===== config.mk =====
export PLATFORM = sky130hd
export DESIGN_NAME = datapath_control_unit
export DESIGN_NICKNAME = d
export VERILOG_FILES = /design/src/rtl/datapath_control_unit.sv
export SDC_FILE = /design/constraint.sdc
export NUM_CORES = 1
export LEC_CHECK = 0
export BUFFER_PORTS_ARGS = -buffer_cell sky130_fd_sc_hd__buf_4
export CAP_MARGIN = 30
export CORE_MARGIN = 5
export CORE_UTILIZATION = 35
export CTS_CLUSTER_DIAMETER = 80
export DETAILED_ROUTE_END_ITERATION = 8
export PLACE_DENSITY = 0.75
export SYNTH_ARGS = -nofsm -noshare
export SYNTH_HDL_FRONTEND = slang
export SYNTH_SLANG_ARGS = --single-unit

===== constraint.sdc =====
create_clock -name Clock -period 1.7 [get_ports Clock]
set_clock_uncertainty 0.15 [all_clocks]
set_input_delay 0 -clock Clock [delete_from_list [all_inputs] [get_ports Clock]]
set_output_delay 0 -clock Clock [all_outputs]
set_load 0.02 [all_outputs]

===== src/rtl/datapath_control_unit.sv =====
// Moore fetch/decode/execute sequencer for the 3-bus CPU datapath.
// Strobes are decoded from the state register and the latched IR opcode.
module datapath_control_unit #(
  parameter int TIMEOUT = 15,
  parameter int OPW     = 5
) (
  input  logic        Clock,
  input  logic        clear,
  input  logic [31:0] IR,
  input  logic        mem_rdy,
  input  logic        stop,
  output logic        PCout, Zhighout, Zlowout, HIout, LOout, MDRout, Cout, BAout,
  output logic        MARin, PCin, MDRin, IRin, Yin, HIin, LOin, Zin_high, Zin_low,
  output logic        Gra, Grb, Grc, Rin, Rout,
  output logic        IncPC, Read, Write,
  output logic [3:0]  operation,
  output logic        run,
  output logic        illegal_op,
  output logic        mem_fault
);
  localparam int CW = $clog2(TIMEOUT + 1);
  localparam logic [CW-1:0] TLAST = CW'(TIMEOUT - 1);

  typedef enum logic [3:0] {
    S_RESET, S_T0, S_T1, S_T2, S_T3, S_E1, S_E2, S_E3, S_E4, S_E5, S_PAUSE, S_HALT
  } state_e;

  typedef enum logic [3:0] {
    C_R, C_I, C_U, C_MD, C_LDI, C_LD, C_ST, C_NOP, C_HALT, C_ILL
  } cls_e;

  state_e          state_q, state_d;
  logic [CW-1:0]   wcnt_q, wcnt_d;
  logic            fault_q, fault_d;

  logic [OPW-1:0]  opc;
  cls_e            cls;
  logic [3:0]      alu;
  state_e          last_st, done_st;
  logic            mem_step;
  logic            unused_ir;

  assign opc       = IR[31:32-OPW];
  assign unused_ir = ^IR[31-OPW:0];

  always_comb begin
    cls = C_ILL;
    alu = 4'd0;
    case (opc)
      5'd3, 5'd4, 5'd5, 5'd6, 5'd7, 5'd8, 5'd9, 5'd10: begin cls = C_R; alu = opc[3:0]; end
      5'd11: begin cls = C_I;  alu = 4'b0011; end
      5'd12: begin cls = C_I;  alu = 4'b0101; end
      5'd13: begin cls = C_I;  alu = 4'b0110; end
      5'd16: begin cls = C_U;  alu = 4'b1011; end
      5'd17: begin cls = C_U;  alu = 4'b1100; end
      5'd14, 5'd15: begin cls = C_MD; alu = opc[3:0]; end
      5'd1:  begin cls = C_LDI; alu = 4'b0011; end
      5'd0:  begin cls = C_LD;  alu = 4'b0011; end
      5'd2:  begin cls = C_ST;  alu = 4'b0011; end
      5'd24: cls = C_NOP;
      5'd25: cls = C_HALT;
      default: cls = C_ILL;
    endcase
  end

  always_comb begin
    case (cls)
      C_R, C_I, C_LDI: last_st = S_E3;
      C_U:             last_st = S_E2;
      C_MD:            last_st = S_E4;
      C_LD, C_ST:      last_st = S_E5;
      default:         last_st = S_E1;
    endcase
  end

  assign done_st  = stop ? S_PAUSE : S_T0;
  assign mem_step = (state_q == S_T2) ||
                    (state_q == S_E4 && cls == C_LD) ||
                    (state_q == S_E5 && cls == C_ST);

  always_comb begin
    state_d = state_q;
    wcnt_d  = '0;
    fault_d = fault_q;
    case (state_q)
      S_RESET: state_d = S_T0;
      S_T0:    state_d = S_T1;
      S_T1:    state_d = S_T2;
      S_T2:    state_d = S_T3;
      S_T3:    state_d = (cls == C_NOP) ? done_st : (cls == C_HALT) ? S_HALT : S_E1;
      S_E1:    state_d = (last_st == S_E1) ? done_st : S_E2;
      S_E2:    state_d = (last_st == S_E2) ? done_st : S_E3;
      S_E3:    state_d = (last_st == S_E3) ? done_st : S_E4;
      S_E4:    state_d = (last_st == S_E4) ? done_st : S_E5;
      S_E5:    state_d = done_st;
      S_PAUSE: state_d = stop ? S_PAUSE : S_T0;
      S_HALT:  state_d = S_HALT;
      default: state_d = S_RESET;
    endcase
    // Memory steps hold until mem_rdy; the counter restarts on every step change.
    if (mem_step && !mem_rdy) begin
      if (wcnt_q == TLAST) begin
        state_d = S_HALT;
        fault_d = 1'b1;
      end else begin
        state_d = state_q;
        wcnt_d  = wcnt_q + 1'b1;
      end
    end
  end

  always_ff @(posedge Clock or negedge clear) begin
    if (!clear) begin
      state_q <= S_RESET;
      wcnt_q  <= '0;
      fault_q <= 1'b0;
    end else begin
      state_q <= state_d;
      wcnt_q  <= wcnt_d;
      fault_q <= fault_d;
    end
  end

  always_comb begin
    {PCout, Zhighout, Zlowout, HIout, LOout, MDRout, Cout, BAout} = '0;
    {MARin, PCin, MDRin, IRin, Yin, HIin, LOin, Zin_high, Zin_low} = '0;
    {Gra, Grb, Grc, Rin, Rout, IncPC, Read, Write} = '0;
    operation  = 4'd0;
    illegal_op = 1'b0;
    case (state_q)
      S_T0: begin PCout = 1'b1; MARin = 1'b1; IncPC = 1'b1; Zin_low = 1'b1; end
      S_T1: begin Zlowout = 1'b1; PCin = 1'b1; end
      S_T2: begin Read = 1'b1; MDRin = 1'b1; end
      S_T3: begin MDRout = 1'b1; IRin = 1'b1; end
      S_E1: case (cls)
        C_R, C_I:          begin Grb = 1'b1; Rout = 1'b1; Yin = 1'b1; end
        C_U:               begin Grb = 1'b1; Rout = 1'b1; Zin_low = 1'b1; operation = alu; end
        C_MD:              begin Gra = 1'b1; Rout = 1'b1; Yin = 1'b1; end
        C_LDI, C_LD, C_ST: begin Grb = 1'b1; BAout = 1'b1; Yin = 1'b1; end
        C_ILL:             illegal_op = 1'b1;
        default: ;
      endcase
      S_E2: case (cls)
        C_R:                    begin Grc = 1'b1; Rout = 1'b1; Zin_low = 1'b1; operation = alu; end
        C_I, C_LDI, C_LD, C_ST: begin Cout = 1'b1; Zin_low = 1'b1; operation = alu; end
        C_U:                    begin Zlowout = 1'b1; Gra = 1'b1; Rin = 1'b1; end
        C_MD: begin
          Grb = 1'b1; Rout = 1'b1; Zin_low = 1'b1; Zin_high = 1'b1; operation = alu;
        end
        default: ;
      endcase
      S_E3: case (cls)
        C_R, C_I, C_LDI: begin Zlowout = 1'b1; Gra = 1'b1; Rin = 1'b1; end
        C_MD:            begin Zlowout = 1'b1; LOin = 1'b1; end
        C_LD, C_ST:      begin Zlowout = 1'b1; MARin = 1'b1; end
        default: ;
      endcase
      S_E4: case (cls)
        C_MD: begin Zhighout = 1'b1; HIin = 1'b1; end
        C_LD: begin Read = 1'b1; MDRin = 1'b1; end
        C_ST: begin Gra = 1'b1; Rout = 1'b1; MDRin = 1'b1; end
        default: ;
      endcase
      S_E5: case (cls)
        C_LD: begin MDRout = 1'b1; Gra = 1'b1; Rin = 1'b1; end
        C_ST: Write = 1'b1;
        default: ;
      endcase
      default: ;
    endcase
  end

  assign run       = (state_q != S_RESET) && (state_q != S_PAUSE) && (state_q != S_HALT);
  assign mem_fault = fault_q;
endmodule


# --- Yosys cells after proc, flatten, opt, wreduce, memory -nomap -nowiden ---
# Index checks and enable logic that the tools add are counted.
classes:
  add_sub_neg: 1
  eq_ne: 47
  mux: 54
  n_reduce_logical: 28
op_table:
  columns: ["op", "n"]
  rows:
  - ["4-bit two-way mux", 13]
  - ["4-bit by 3-bit equality test with 1-bit output, second input constant", 11]
  - ["4-bit one-hot mux with 11 select lines", 1]
  - ["5-bit by 4-bit equality test with 1-bit output, second input constant", 8]
  - ["4-bit one-hot mux with 9 select lines", 1]
  - ["4-bit equality test, second input constant", 8]
  - ["1-bit two-way mux", 26]
  - ["4-bit one-hot mux with 6 select lines", 1]
  - ["5-bit by 3-bit equality test with 1-bit output, second input constant", 4]
  - ["5-bit equality test, second input constant", 4]
  - ["4-bit by 2-bit equality test with 1-bit output, second input constant", 4]
  - ["4-bit one-hot mux with 4 select lines", 1]
  - ["1-bit one-hot mux with 3 select lines", 4]
  - ["4-bit OR reduction", 3]
  - ["6-bit OR reduction", 2]
  - ["5-bit by 2-bit equality test with 1-bit output, second input constant", 2]
  - ["1-bit one-hot mux with 2 select lines", 5]
  - ["10-bit OR reduction", 1]
  - ["2-bit OR reduction", 5]
  - ["3-bit OR reduction", 3]
  - ["4-bit by 1-bit equality test with 1-bit output, second input constant", 2]
  - ["4-bit zero test", 2]
  - ["4-bit != test, second input constant", 2]
  - ["4-bit one-hot mux with 2 select lines", 1]
  - ["other kinds (11)", 16]
totals:
  register_bits: 9
  out_inout_bits: 32
  wordCells: 133

# --- Logic depth before layout (Yosys ltp) ---
depth:
  ltp_word: 10
  depth_mapped: 7
  depth_no_buf: 5

# --- Worst setup path before layout ---
# OpenSTA, ideal clock, no wires.
synth_path:
  kind: "flip-flop to flip-flop"
  startpoint: "register state_q[0]"
  endpoint: "register state_q[0]"
  arrival_ps: 1703
  t_required_ps: 1484
  slack_ps: -219
  path_stages_with_launch: 7
  period_less_slack_ps: 1919
  path_cell_list: "dfrtp_1 -> buf_6 -> nor4b_2 -> o21ai_1 -> o2bb2ai_1 -> o211ai_1 -> o32a_1"
synth_via:
  elab_chain_cells: 6
  elab_cells_between_ends: 21
synth_rtl:
  columns: ["element", "line", "source"]
  rows:
  - ["start, declared", "32", "state_e state_q, state_d;"]
  - ["start signal, assigned", "118", "state_q <= state_d;"]
  - ["parallel branches: the longest is 6 deep, another holds 4-bit one-hot mux with 11 select lines", null, null]
# Several ways; the timed one is not identified.
# A chain may end at the register's enable or synchronous reset.

# --- Worst setup path after layout ---
layout_path:
  startpoint: "register state_q[0]"
  endpoint: "output operation[3]"
layout_via:
  elab_chain_cells: 2
  elab_cells_between_ends: 3
layout_rtl:
  columns: ["element", "line", "source"]
  rows:
  - ["4-bit by 3-bit equality test with 1-bit output", "130", "case (state_q)"]
  - ["4-bit one-hot mux with 2 select lines (*)", "130", null]
  - ["end, declared", "16", "output logic [3:0] operation,"]
# Mark *: on every way between the ends. The rest lies on a longest branch, timed or not.

==> impl_metrics.csv <==
group,metric,value,unit
hold_path,hold_end,"state_q[0]",
route,drc,0,
critical_path,arrival,1.87,ns
critical_path,rr_startpoint,"state_q[2]",
hold_path,holdPathStages,3,
die,initial_utilization,36.57,%
place,pre_cts_ws,-0.2055,ns
global_routing,grt_max_degree,20,
route,routed_wl,5416,µm
route,firstDrtPassIters,4,
sta,slew_viol_final,0,
final_layout,nets,298,
final_layout,areaGrowthSynthToFinish,70.63,%
global_routing,grt.total_usage,17.66,%
route,initialDrtViolationCount,221,
place,globalplace.congestion,0.8762,
critical_path,path_max_fanout,7,
die,ioPinCount,68,
critical_path,worstPathCellList,"buf_4 > buf_6 > nand4bb_4 > buf_4 > nor2_1 > nor2_2 > a21oi_1 > buf_4",
clocking,cts.clk_slew.worst_paths,0.05,ns
final_layout,insertedDiodeCount,0,
global_routing,grt_pass1_vias,1636,
final_layout,design_area,0.002318,mm²
synthesis,netlist.area_leader.share,16.57,%
sta,fin_crit_sh,118.7,%
clocking,clkSinkCount,9,
critical_path,required,1.55,ns
final_layout,drive_gt1_share,52.90,%
die,rows,22,
power,ir_drop,490.8,µV
sta,rsz0062_at_grt,"yes",
sta,finalWorstSetupSlack,-0.3187,ns
synthesis,syn_avg_cell_area,7.385,µm²
hold_path,hp-class,"in -> reg",
global_routing,gr-total-overflow,0,
final_layout,fin_util,62.39,%
synthesis,yosys_warnings,0,
die,coreArea,0.003716,mm²
route,vias,1810,
synthesis,synth-edff-count,0,
critical_path,worst_path_dominant_cell_family,"buffers and inverters",
run,drv_cap,0,
sta,whs,0.1090,ns
place,postPlaceCellArea,0.001829,mm²
die,die_height,72.31,µm
route,avgViaCountPerCell,5.896,
power,power_leakage,1.002,nW
synthesis,yosysSeqAreaShare,16.57,%
critical_path,slowest_delay,0.43,ns
clocking,cts.path.max_buffers,2,
run_status,violations,"negative setup slack",
synthesis,synthFlopType,"dfrtp_1",
global_routing,grt_pass1_wl,7645,µm
power,p_per_area,1296,mW/mm²
sta,post-route-min-period,2.019,ns
clocking,clk_latency,0.23,ns
global_routing,antenna_found_initial,0,
critical_path,crit_top_cell,"buf_4",
die,die_area,0.005229,mm²
synthesis,ys_ff_latch,9,
synthesis,synthCells,184,
run_status,status,"finished with violations",
clocking,cts.root.buffer_cell,"clkbuf_8",
sta,final-setup-viol-count,32,
critical_path,crit_slowest_cell,"dfrtp_2",
clocking,cts_tree,"built",
critical_path,endpoint_kind,"output pin",
hold_path,hp-start,"stop",
sta,hold_viol,0,
route,postRouteAntennaNets,0,
power,power,3.006,mW
clocking,cts_buffers,3,
die,die_x,72.31,µm
sta,clock.fmax,495.4,MHz
critical_path,r2r_setup_slack,-0.24,ns
critical_path,start_kind,"flop",
place,port_buffers,38,
route,wl_per_cell,17.64,µm
critical_path,crit_buf_inv,4,
synthesis,synth_area,0.001359,mm²
critical_path,r2r_cells,6,
synthesis,yosysTopAreaCell,"dfrtp_1",
critical_path,r2r-end,"state_q[3]",
synthesis,async_flop_share,100.0,%
clocking,htree_levels,1,
critical_path,worstSetupPathType,"reg -> out",
synthesis,synth_cell_types,61,
synthesis,synth_area_leaders,"dfrtp_1, nor2_1, buf_4",
place,dp_hpwl,3162,µm
## worst register-to-register path, cell delays in order (launching register included)
cell      delay [ns]
dfrtp_2         0.45
buf_6           0.15
and4bb_2        0.27
nand3b_1        0.15
o211ai_1        0.11
a222oi_1        0.39
a32oi_1         0.13
## layout make-up
class / count / area [µm²]
sequential: 9 / 230.2
tap: 48 / 60.06
multi-input combinational: 148 / 1161
timing repair buffer: 92 / 797.0
clock buffer: 4 / 45.04
inverter: 6 / 25.02
fill: 283 / 1398
## flip-flops by register name, summed over array words and instances (netlist names)
register / cells
state_q: 4
mem_fault: 1
wcnt_q: 4
## cell usage after synthesis, drive strengths merged, types with 2 or more instances
master and n:
nand3b 3, o2bb2ai 2, mux2i 2, and3 2, o21ai 16, nand2 13
nand4bb 4, nor2 25, or2 4, nand2b 2, nor2b 3, dfrtp 9
clkbuf 2, nand4b 2, a21oi 12, o22ai 4, a31oi 2, xor2 4
inv 6, ha 2, buf 20, or3 3, nor4b 3, nor4 3
nor3 7, nand3 4, o211ai 2
## per-layer routing
metal,wire [µm],vias to the layer above,global-route usage [%]
met5,0,-,0
met4,201,0,5.219
met1,2219,861,24.14
met2,2511,108,28.92
met3,484,25,2.216
li1,-,816,-
## power by group
part	switching [mW]	leakage (nW)	internal, mW	total (mW)
clock	0.0892	0.0228	0.164	0.253
combinational	1.15	0.868	1.22	2.37
sequential	0.102	0.112	0.279	0.381
total	1.34	1.00	1.66	3.01
## timing repair
item                                    CTS  global route
resized for setup                        28            50
endpoints found under the setup margin   35            36
pin swaps                                 9            13
hold endpoints to repair                 10             0
hold buffers                              3             0
buffers inserted                         12            14
## layout by cell type (no fill, tap or decap), types with 3 or more instances in the layout
cell           instances
a21oi_1               12
buf_4                 62
buf_6                 25
clkbuf_8               3
dfrtp_1                5
dfrtp_2                4
dlygate4sd3_1          3
inv_1                  5
nand2_1               11
nand3_1                4
nand3b_1               3
nand4bb_1              3
nor2_1                18
nor2_2                 3
nor2_4                 4
nor3_1                 3
nor4b_4                3
o21ai_0                6
o21ai_1                6
o21ai_2                4
o22ai_2                3
xor2_1                 4
## kinds of logic (layout without fill, tap and decap cells)
group / count (synthesis) / in the layout / share of synthesized area, %
flops: 9 / 9 / 16.57
compound gates: 53 / 53 / 25.42
simple gates: 84 / 84 / 39.41
xor+xnor: 5 / 5 / 3.223
mux: 2 / 2 / 1.473
fa+ha+maj: 2 / 2 / 1.841
buf+inv: 28 / 102 / 11.79
other cells: 1 / 2 / 0.2760
## stage by stage
stage | instances | setup TNS (ns)
after floorplan | 185 | -0.07909
after global placement | 280 | -1.440
after detailed placement | 280 | -2.234
after CTS | 297 | -3.243
after global routing | 307 | -7.422
final | 307 | -5.288
## how the worst max path moves through the flow
stage	from	end	cells past startpoint
after floorplan	state_q[0]	state_q[1]	6
after global placement	state_q[0]	state_q[3]	6
after detailed placement	state_q[1]	state_q[1]	5
after CTS	state_q[0]	Gra	6
after global routing	state_q[1]	Rout	7
final	state_q[0]	operation[3]	8
No activity file was read; power rests on OpenSTA's default activity.
